File: src/rtl/actag_map_pkg.sv
// Shared types and opcodes for the acTag<->PASID mapper on the AFU->TLX command path.
package actag_map_pkg;

   localparam logic [7:0] ASSIGN_ACTAG = 8'h50;
   localparam logic [7:0] DMA_W        = 8'h20;
   localparam logic [7:0] DMA_PR_W     = 8'h30;

   typedef struct packed {
      logic [7:0]  opcode;
      logic [15:0] afutag;
      logic [67:0] ea_or_obj;
      logic [1:0]  dl;
      logic [2:0]  pl;
      logic [19:0] pasid;
   } cmd_t;

   function automatic logic is_dma_write(input logic [7:0] op);
      return (op == DMA_W) || (op == DMA_PR_W);
   endfunction

endpackage

File: src/rtl/actag_map_table.sv
// Flop-based acTag table: one tag + valid per index, combinational read.
module actag_map_table #(
   parameter int CTXW    = 9,
   parameter int ACTAG_W = 6
) (
   input  logic                      clk,
   input  logic                      resetn,
   input  logic [ACTAG_W-1:0]        rd_idx,
   output logic                      rd_valid,
   output logic [CTXW-ACTAG_W-1:0]   rd_tag,
   input  logic                      wr_en,
   input  logic [ACTAG_W-1:0]        wr_idx,
   input  logic [CTXW-ACTAG_W-1:0]   wr_tag,
   input  logic                      clr_en,
   input  logic [ACTAG_W-1:0]        clr_idx,
   input  logic [CTXW-ACTAG_W-1:0]   clr_tag,
   input  logic                      flush
);

   localparam int DEPTH = 2 ** ACTAG_W;

   logic [DEPTH-1:0]              vld;
   logic [CTXW-ACTAG_W-1:0]       tag [DEPTH];

   assign rd_valid = vld[rd_idx];
   assign rd_tag   = tag[rd_idx];

   // Flush wins over everything; a clear only drops the entry if it still maps the same PASID.
   always_ff @(posedge clk or negedge resetn) begin
      if (!resetn) begin
         vld <= '0;
      end else if (flush) begin
         vld <= '0;
      end else begin
         if (clr_en && (tag[clr_idx] == clr_tag))
            vld[clr_idx] <= 1'b0;
         if (wr_en)
            vld[wr_idx] <= 1'b1;
      end
   end

   always_ff @(posedge clk) begin
      if (wr_en)
         tag[wr_idx] <= wr_tag;
   end

endmodule

File: src/rtl/actag_context_mapper.sv
// acTag<->PASID mapper: injects assign_actag ahead of commands whose PASID has no acTag mapping yet.
module actag_context_mapper
   import actag_map_pkg::*;
#(
   parameter int CTXW    = 9,
   parameter int ACTAG_W = 6,
   parameter int CNT_W   = 32
) (
   input  logic              clk,
   input  logic              resetn,
   input  logic [11:0]       cfg_actag_base,
   input  logic [19:0]       cfg_pasid_base,
   input  logic [19:0]       cfg_pasid_mask,
   input  logic              cfg_flush,
   input  logic              inval_valid,
   output logic              inval_ready,
   input  logic [19:0]       inval_pasid,
   input  logic              i_cmd_valid,
   output logic              i_cmd_ready,
   input  logic [7:0]        i_cmd_opcode,
   input  logic [15:0]       i_cmd_afutag,
   input  logic [67:0]       i_cmd_ea_or_obj,
   input  logic [1:0]        i_cmd_dl,
   input  logic [2:0]        i_cmd_pl,
   input  logic [19:0]       i_cmd_pasid,
   output logic              o_cmd_valid,
   input  logic              o_cmd_ready,
   output logic [7:0]        o_cmd_opcode,
   output logic [15:0]       o_cmd_afutag,
   output logic [67:0]       o_cmd_ea_or_obj,
   output logic [1:0]        o_cmd_dl,
   output logic [2:0]        o_cmd_pl,
   output logic [11:0]       o_cmd_actag,
   output logic [19:0]       o_cmd_pasid,
   output logic              wdata_rdrq,
   output logic              err_pasid,
   output logic [CNT_W-1:0]  stat_miss_cnt,
   output logic [CNT_W-1:0]  stat_cmd_cnt
);

   localparam int TAG_W = CTXW - ACTAG_W;

   cmd_t               s1_cmd, s2_cmd, s2_next;
   logic               s1_valid, rst_done;
   logic [11:0]        s2_actag, s1_actag;
   logic [ACTAG_W-1:0] s1_idx;
   logic [TAG_W-1:0]   s1_tag, tbl_tag;
   logic               tbl_valid, hit, s2_free, table_wr, s1_fire, i_fire, inval_fire;
   logic               unused_inval_hi;

   assign s1_idx   = s1_cmd.pasid[ACTAG_W-1:0];
   assign s1_tag   = s1_cmd.pasid[CTXW-1:ACTAG_W];
   assign s1_actag = cfg_actag_base + 12'(s1_idx);

   assign hit      = tbl_valid && (tbl_tag == s1_tag);
   assign s2_free  = !o_cmd_valid || o_cmd_ready;
   assign table_wr = s1_valid && !hit && s2_free;
   assign s1_fire  = s1_valid && hit && s2_free;

   // Both ready outputs stay low until the first edge after reset release.
   assign i_cmd_ready = rst_done && (!s1_valid || s1_fire);
   assign i_fire      = i_cmd_valid && i_cmd_ready;
   assign inval_ready = rst_done && !table_wr;
   assign inval_fire  = inval_valid && inval_ready;
   assign unused_inval_hi = ^inval_pasid;

   actag_map_table #(.CTXW(CTXW), .ACTAG_W(ACTAG_W)) u_table (
      .clk      (clk),
      .resetn   (resetn),
      .rd_idx   (s1_idx),
      .rd_valid (tbl_valid),
      .rd_tag   (tbl_tag),
      .wr_en    (table_wr),
      .wr_idx   (s1_idx),
      .wr_tag   (s1_tag),
      .clr_en   (inval_fire),
      .clr_idx  (inval_pasid[ACTAG_W-1:0]),
      .clr_tag  (inval_pasid[CTXW-1:ACTAG_W]),
      .flush    (cfg_flush)
   );

   always_comb begin
      s2_next = s1_cmd;
      if (!hit)
         s2_next.opcode = ASSIGN_ACTAG;
   end

   always_ff @(posedge clk or negedge resetn) begin
      if (!resetn) begin
         rst_done <= 1'b0;
         s1_valid <= 1'b0;
         s1_cmd   <= '0;
      end else begin
         rst_done <= 1'b1;
         if (i_fire) begin
            s1_valid <= 1'b1;
            s1_cmd   <= cmd_t'{i_cmd_opcode, i_cmd_afutag, i_cmd_ea_or_obj,
                               i_cmd_dl, i_cmd_pl, i_cmd_pasid};
         end else if (s1_fire) begin
            s1_valid <= 1'b0;
         end
      end
   end

   // A miss leaves S1 in place, so the original command follows its assign_actag on the next free slot.
   always_ff @(posedge clk or negedge resetn) begin
      if (!resetn) begin
         o_cmd_valid <= 1'b0;
         s2_cmd      <= '0;
         s2_actag    <= '0;
         wdata_rdrq  <= 1'b0;
      end else begin
         wdata_rdrq <= s1_fire && is_dma_write(s1_cmd.opcode);
         if (s2_free) begin
            o_cmd_valid <= s1_valid;
            if (s1_valid) begin
               s2_cmd   <= s2_next;
               s2_actag <= s1_actag;
            end
         end
      end
   end

   always_ff @(posedge clk or negedge resetn) begin
      if (!resetn) begin
         stat_miss_cnt <= '0;
         stat_cmd_cnt  <= '0;
         err_pasid     <= 1'b0;
      end else begin
         if (table_wr && (stat_miss_cnt != '1))
            stat_miss_cnt <= stat_miss_cnt + 1'b1;
         if (s1_fire && (stat_cmd_cnt != '1))
            stat_cmd_cnt <= stat_cmd_cnt + 1'b1;
         if (i_fire && ((i_cmd_pasid & cfg_pasid_mask) != (cfg_pasid_base & cfg_pasid_mask)))
            err_pasid <= 1'b1;
      end
   end

   assign o_cmd_opcode    = s2_cmd.opcode;
   assign o_cmd_afutag    = s2_cmd.afutag;
   assign o_cmd_ea_or_obj = s2_cmd.ea_or_obj;
   assign o_cmd_dl        = s2_cmd.dl;
   assign o_cmd_pl        = s2_cmd.pl;
   assign o_cmd_pasid     = s2_cmd.pasid;
   assign o_cmd_actag     = s2_actag;

endmodule

File: config.mk
export PLATFORM = sky130hd
export DESIGN_NAME = actag_context_mapper
export DESIGN_NICKNAME = d
export VERILOG_FILES = /design/src/rtl/actag_map_pkg.sv /design/src/rtl/actag_map_table.sv /design/src/rtl/actag_context_mapper.sv
export SDC_FILE = /design/constraint.sdc
export NUM_CORES = 1
export LEC_CHECK = 0
export ABC_AREA = 1
export BUFFER_PORTS_ARGS = -buffer_cell sky130_fd_sc_hd__buf_4
export CAP_MARGIN = 0
export CELL_PAD_IN_SITES_DETAIL_PLACEMENT = 0
export CELL_PAD_IN_SITES_GLOBAL_PLACEMENT = 1
export CORE_ASPECT_RATIO = 1.75
export CORE_MARGIN = 2
export CORE_UTILIZATION = 43
export DETAILED_ROUTE_END_ITERATION = 10
export GPL_ROUTABILITY_DRIVEN = 0
export PLACE_DENSITY = 0.78
export SLEW_MARGIN = 10
export SYNTH_ARGS = -nofsm -noshare
export SYNTH_HDL_FRONTEND = slang
export SYNTH_SLANG_ARGS = --single-unit
File: constraint.sdc
create_clock -name clk -period 3 [get_ports clk]
set_input_delay 0.15 -clock clk [delete_from_list [all_inputs] [get_ports clk]]
set_output_delay 0.15 -clock clk [all_outputs]
set_load 0.05 [all_outputs]
Word level (Yosys, flattened, before mapping)
Memories as Yosys holds them, arrays and structs flattened.
Cells that the tools add are included.

storage, ports and cells
  RAM bits = 192
  memories kept = 1
  bits in latches = 0
  output and inout port bits = 198
  bits in read-only memories = 0
  bits in registers = 379

memory list
  name         depth  width  read ports  clocked after Yosys merged registers in  write ports  RTL line               text
  u_table.tag  64     3      2           0                                        1            actag_map_table.sv:23  logic [CTXW-ACTAG_W-1:0] tag [DEPTH];

cells by class
  $add $sub $neg = 3
  div/mod/pow operators = 0
  reductions and logical operators = 25
  magnitude comparators = 4
  muxes and demuxes = 15
  multiply operators = 0
  eq/ne operators = 7
  shift operators = 0
  bitwise operators = 5

operators by type and width
  operator                                                     number
  two-way mux 64 bit                                           4
  adder 32 x 1 -> 32 bit (second input constant)               2
  AND 64 bit                                                   1
  inequality test 32 bit (second input constant)               2
  NOT 64 bit                                                   1
  bitwise OR 64 bit                                            1
  AND 20 bit                                                   2
  inequality test 20 bit                                       1
  equality test 8 x 6 -> 1 bit (second input constant)         2
  logical AND 1 bit                                            16
  less-than comparator 6 x 7 -> 1 bit (second input constant)  2
  adder 12 x 6 -> 12 bit                                       1
  demux 1 bit (select 6 bit)                                   2
  >= comparator 6 x 1 -> 1 bit (second input constant)         2
  two-way mux 8 bit                                            1
  two-way mux 1 bit                                            7
  binary-select mux 1 bit (select 6 bit)                       1
  equality test 3 bit                                          2
  logical NOT 1 bit                                            4
  logical OR 1 bit                                             3
  AND reduction 2 bit                                          1
  nonzero test 2 bit                                           1

Depth between registers and ports, before layout
  depth after elaboration = 15
  gate-level depth with buffers = 24
  gate-level depth less buffers = 21

Hierarchy
A second synthesis with hierarchy kept.

second synthesis, totals
  cell total of the unflattened synthesis = 3624
  area total of the unflattened synthesis = 28259.6 um^2

modules (own cells, without submodules)
  module                cells an instance  seq. area each (um^2)  area an instance (um^2)  instances
  actag_context_mapper  1845               7882.6                 14306.2                  1
  actag_map_table       1779               7367.1                 13953.4                  1

Worst setup path after synthesis
No wires, ideal clock.

  path type = flip-flop to flip-flop
  start = register s1_cmd[0] (netlist bit)
  end = memory u_table.tag[20][0] (netlist bit), enable pin
  data arrival time = 2410 ps
  period minus slack after synthesis = 2729 ps
  cell stages (with the launch flop) = 20
  setup slack = 271 ps
  path buffers = 4
  path through = dfrtp_1 > buf_4 > buf_6 > buf_4 > nor2_1 > nor2_1 > o21ai_0 > nand2_1 > o21ai_1 > nand2_1 > nor2_1 > nand3_1 > nand2_1 > nor2_2 > nand2_1 > nand2_1 > buf_2 > nor2_1 > inv_1 > nor2_1

on the way
  longest elaborated chain between the ends = 8
  elaborated cells on any way between the ends = 10

RTL lines
  element                                                                                    RTL line                                           text
  start: declaration                                                                         actag_context_mapper.sv:43                         cmd_t s1_cmd, s2_cmd, s2_next;
  start signal: assignment                                                                   actag_context_mapper.sv:97                         s1_cmd <= cmd_t'{i_cmd_opcode, i_cmd_afutag, i_cmd_ea_or_obj,
  memory read (64 x 3 bit) / binary-select mux 1 bit (select 6 bit) (equally long branches)  --
  equality test 3 bit / two-way mux 1 bit (equally long branches)                            actag_context_mapper.sv:55, actag_map_table.sv:25
  logical AND 1 bit                                                                          actag_context_mapper.sv:55                         assign hit = tbl_valid && (tbl_tag == s1_tag);
  logical NOT 1 bit                                                                          --
  logical AND 1 bit (2 in a row)                                                             actag_context_mapper.sv:57                         assign table_wr = s1_valid && !hit && s2_free;
  two-way mux 1 bit                                                                          actag_map_table.sv:43                              if (wr_en)
  two-way mux 1 bit (not written as such)                                                    actag_map_table.sv:44                              tag[wr_idx] <= wr_tag;
  end: declaration                                                                           actag_map_table.sv:23

Parallel ways exist; a longest one is shown, timed or not. The select of a mux whose other input is x is not followed.

Worst setup path after layout
  start = register s1_cmd[0] (netlist bit)
  end = output port i_cmd_ready

on the way
  longest elaborated chain between the ends = 7
  elaborated cells on any way between the ends = 9

RTL lines
  element                                                                                    RTL line                                           text
  memory read (64 x 3 bit) / binary-select mux 1 bit (select 6 bit) (equally long branches)  --
  equality test 3 bit / two-way mux 1 bit (equally long branches)                            actag_context_mapper.sv:55, actag_map_table.sv:25
  logical AND 1 bit *                                                                        actag_context_mapper.sv:55
  logical AND 1 bit * (2 in a row)                                                           actag_context_mapper.sv:58                         assign s1_fire = s1_valid && hit && s2_free;
  logical OR 1 bit *                                                                         actag_context_mapper.sv:61                         assign i_cmd_ready = rst_done && (!s1_valid || s1_fire);
  logical AND 1 bit *                                                                        actag_context_mapper.sv:61
  end: declaration                                                                           actag_context_mapper.sv:19                         output logic i_cmd_ready,

Every way passes the cells marked *; elsewhere a longest branch is shown, timed or not. The select of a mux whose other input is x is not followed.

==> results by group <==
Outcome
  – Failing checks: setup timing
  – Outcome: finished with violations

Synthesis
  – Syn. warnings: 0
  – EDFF count, synth: 192
  – Seq/Total Area, Yosys: 0.528
  – Synth Instances: 3774
  – Asr flop ratio synth: 0.664
  – Register bit total from synthesis: 571
  – Top_reg_cell synth: dfrtp_1
  – Synth Net Count: 3978
  – Synthesized area: 28900 µm²
  – Post-synth cell types: 40
  – Synthesized area per cell: ~7.6 µm²

Clock tree
  – Worst skew pair latency: 0.64 ns
  – H-tree depth: 2
  – CTS sink count: roughly 570
  – Root Buffer: clkbuf_16
  – CTS tree: yes
  – TritonCTS Buffers: 52
  – CTS clk-pin slew, worst paths: 0.07 ns
  – Max Root-Sink Buffers: 3

Critical path
  – Worst Setup EP: i_cmd_ready
  – Reg-to-reg critical path endpoint: s1_cmd[102]$_DFFE_PN0P_
  – Flop-to-flop setup slack: -0.44 ns
  – Arrival time at the worst endpoint: 3.31 ns
  – Register-to-Register Path Depth: 28
  – Crit. Startpoint: s1_cmd[0]$_DFFE_PN0P_
  – Required time worst endpoint: between 2 and 3 ns
  – Reg-to-Reg Start: s1_cmd[0]$_DFFE_PN0P_
  – Worst Setup Path Type: flip-flop to primary output
  – Max FO, Critical Path: 8
  – Crit path launch type: flip-flop
  – Endpoint class of the critical path: primary output

Global route
  – Initial antenna violation count: 5
  – Largest net degree at the start of global routing: between 100 and 150
  – Vias in the first global route: roughly 28000
  – GR Util All Layers: 0.328
  – First-pass GRT wire length: 169000 µm
  – Total grt overflow: 0

Route
  – Vias: ~28000
  – First-pass iteration count of the detailed router: 6
  – WL/cell: 21.1 µm
  – 1st-iter DRT viols: just over 2000
  – DR vias/cell: 5.16
  – Post-route ant nets: 0
  – Final wirelength: 114000 µm
  – DRC: 0

Timing
  – Slew Limit Headroom: 0.407
  – Layout Skew: 0.0260 ns
  – Worst-Margin Slew: 0.889 ns
  – Final worst slack: -0.463 ns
  – Slew Viols, Final: 0
  – RSZ-0062 raised after global routing: true
  – Period Utilization, post-route: 1.15
  – Crit path time final: 3.46 ns
  – FMAX: 289 MHz
  – Final Hold Viols: 0
  – Endpoints failing setup: 409
  – Setup TNS: -121.33 ns

Hold path
  – Hold crit path type: primary input to flip-flop

Floorplanning
  – Die footprint: 69300 µm²
  – Core area: 66500 µm²
  – Initial Util: 0.434
  – I/O pins: 393
  – Row count: between 100 and 150
  – Die height: 347 µm
  – Die Width: between 150 and 200 µm

Place
  – PortBufs: about 380
  – HPWL after DPL: approximately 79000 µm
  – Placement Setup Slack: -0.343 ns

Finish
  – Final nets: 4684
  – Final core utilization: 0.595
  – Share of cells above drive strength 1: 0.218
  – Layout area overhead: 37.0%

Job
  – Total of max-cap violations: 0

Power
  – Leak: 19.8 nW
  – Power Density: 928 nW/µm²
  – Worst vdd ir: 721 µV
-- flip-flops by register name, summed over array words and instances (netlist names) --
register	flops
u_table.tag	192
s1_cmd	117
o_cmd_ea_or_obj	68
u_table.vld	64
stat_cmd_cnt	32
stat_miss_cnt	32
o_cmd_pasid	20
o_cmd_afutag	16
o_cmd_actag	12
o_cmd_opcode	8
o_cmd_pl	3
o_cmd_dl	2
err_pasid	1
o_cmd_valid	1
rst_done	1
s1_valid	1
wdata_rdrq	1
-- per-stage QoR --
step	std cells	area (µm²)	power, W	hold WS, ns
2_1_floorplan	3774	28900	0.0203	-0.146
3_3_place_gp	5108	34400	0.0267	0.137
3_5_place_dp	5108	34400	0.0268	0.136
4_1_cts	5386	38800	0.0358	0.00748
5_1_grt	5416	39500	0.0385	0.0728
6_report	5416	39500	0.0367	0.0333
-- cell usage in the layout (no fill, tap or decap), drive strengths merged, types with 4 or more instances in the layout --
cell type,Yosys,routed
or2,8,8
buf,103,693
bufinv,0,4
a21oi,80,80
dlygate4sd3,0,133
nand4,82,82
nand3,192,192
o211ai,12,12
nor2,184,184
ha,8,8
clkinv,1,15
xor2,46,46
a31oi,9,9
nor4,12,12
o21ai,176,176
nor3,49,49
xnor2,9,9
dfrtp,379,379
nand3b,4,4
edfxtp,192,192
nand2,1800,1802
inv,322,325
diode,0,5
clkbuf,91,87
-- critical path, cell delays in order (launching register included) --
cell and delay [ns]:
dfrtp_4 0.54, buf_6 0.16, buf_16 0.15, buf_12 0.15
buf_12 0.13, nand2_1 0.06, nand2_1 0.05, nand2_1 0.07
nand2_1 0.05, nand2_1 0.05, nand2_1 0.05, nand2_1 0.05
nand2_1 0.06, inv_2 0.06, nand2_2 0.06, nor2_4 0.11
nand2_2 0.06, nor2_4 0.13, buf_6 0.11, nand3_4 0.09
a21oi_4 0.20, buf_12 0.14, buf_12 0.13
-- what timing repair did --
item,in CTS,in global routing
pin swaps,41,41
cloned,17,19
hold buffers,133,0
endpoints found under the hold margin,421,0
gates resized for setup,204,89
setup endpoints to repair,439,445
buffers inserted,33,9
-- cell usage after synthesis, types with 2 or more instances --
master,count,area [µm²]
nand2_1,1800,6760
dfrtp_1,379,9480
inv_1,313,1170
edfxtp_1,192,5770
nand3_1,191,956
nor2_1,175,657
o21ai_0,134,671
clkbuf_1,91,342
buf_2,82,410
nand4_1,82,513
a21oi_1,79,395
nor3_1,49,245
xor2_1,46,403
o21ai_1,42,210
nor4_1,12,75.1
o211ai_1,12,90.1
a31oi_1,9,56.3
inv_2,9,33.8
xnor2_1,9,78.8
ha_1,8,100
nor2_2,8,50.1
or2_2,8,50.1
buf_1,7,26.3
buf_4,7,52.6
buf_6,7,78.8
nand3b_1,4,30.0
a21o_1,3,22.5
o21a_1,3,22.5
o21bai_1,2,15.0
-- cell type report --
cell class	instances	area, µm²
Clock buffer	72	1490
Fill cell	6044	26900
Timing Repair Buffer	844	8090
Multi-Input combinational cell	2688	12000
Tap cell	889	1110
Clock inverter	24	264
Inverter	323	1270
Sequential cell	571	15300
Antenna cell	5	12.5
-- routing by layer --
layer,vias up,track usage,share of wire
met5,-,0,0
met4,0,0.216,0.078
met3,324,0.0677,0.069
met2,1065,0.582,0.51
met1,13242,0.348,0.34
li1,13316,-,-
-- worst min path at each step --
stage	from	end	slack, ns	depth (start not counted)
6_report	cfg_actag_base[3]	o_cmd_actag[3]$_DFFE_PN0P_	0.03	6
3_3_place_gp	resetn	o_cmd_ea_or_obj[16]$_DFFE_PN0P_	0.14	1
5_1_grt	cfg_actag_base[3]	o_cmd_actag[3]$_DFFE_PN0P_	0.07	6
2_1_floorplan	resetn	err_pasid$_DFFE_PN0P_	-0.15	0
3_5_place_dp	resetn	o_cmd_ea_or_obj[16]$_DFFE_PN0P_	0.14	1
4_1_cts	cfg_actag_base[3]	o_cmd_actag[3]$_DFFE_PN0P_	0.007	6
-- cell families (layout without fill, tap and decap cells) --
group,Yosys count,in the layout,synth area share
xor+xnor,55,55,0.0167
simple gates,2334,2336,0.325
fa+ha+maj,9,9,0.00416
flops,571,571,0.528
other cells,1,6,0.000130
buf+inv,517,1263,0.0735
compound gates,287,287,0.0523
-- report_power, final --
part           internal (W)  switching [W]  total (W)
Combinational       0.00655         0.0117     0.0183
Sequential           0.0101        0.00128     0.0114
Clock               0.00384        0.00317    0.00701
No activity file was read; power rests on OpenSTA's default activity.
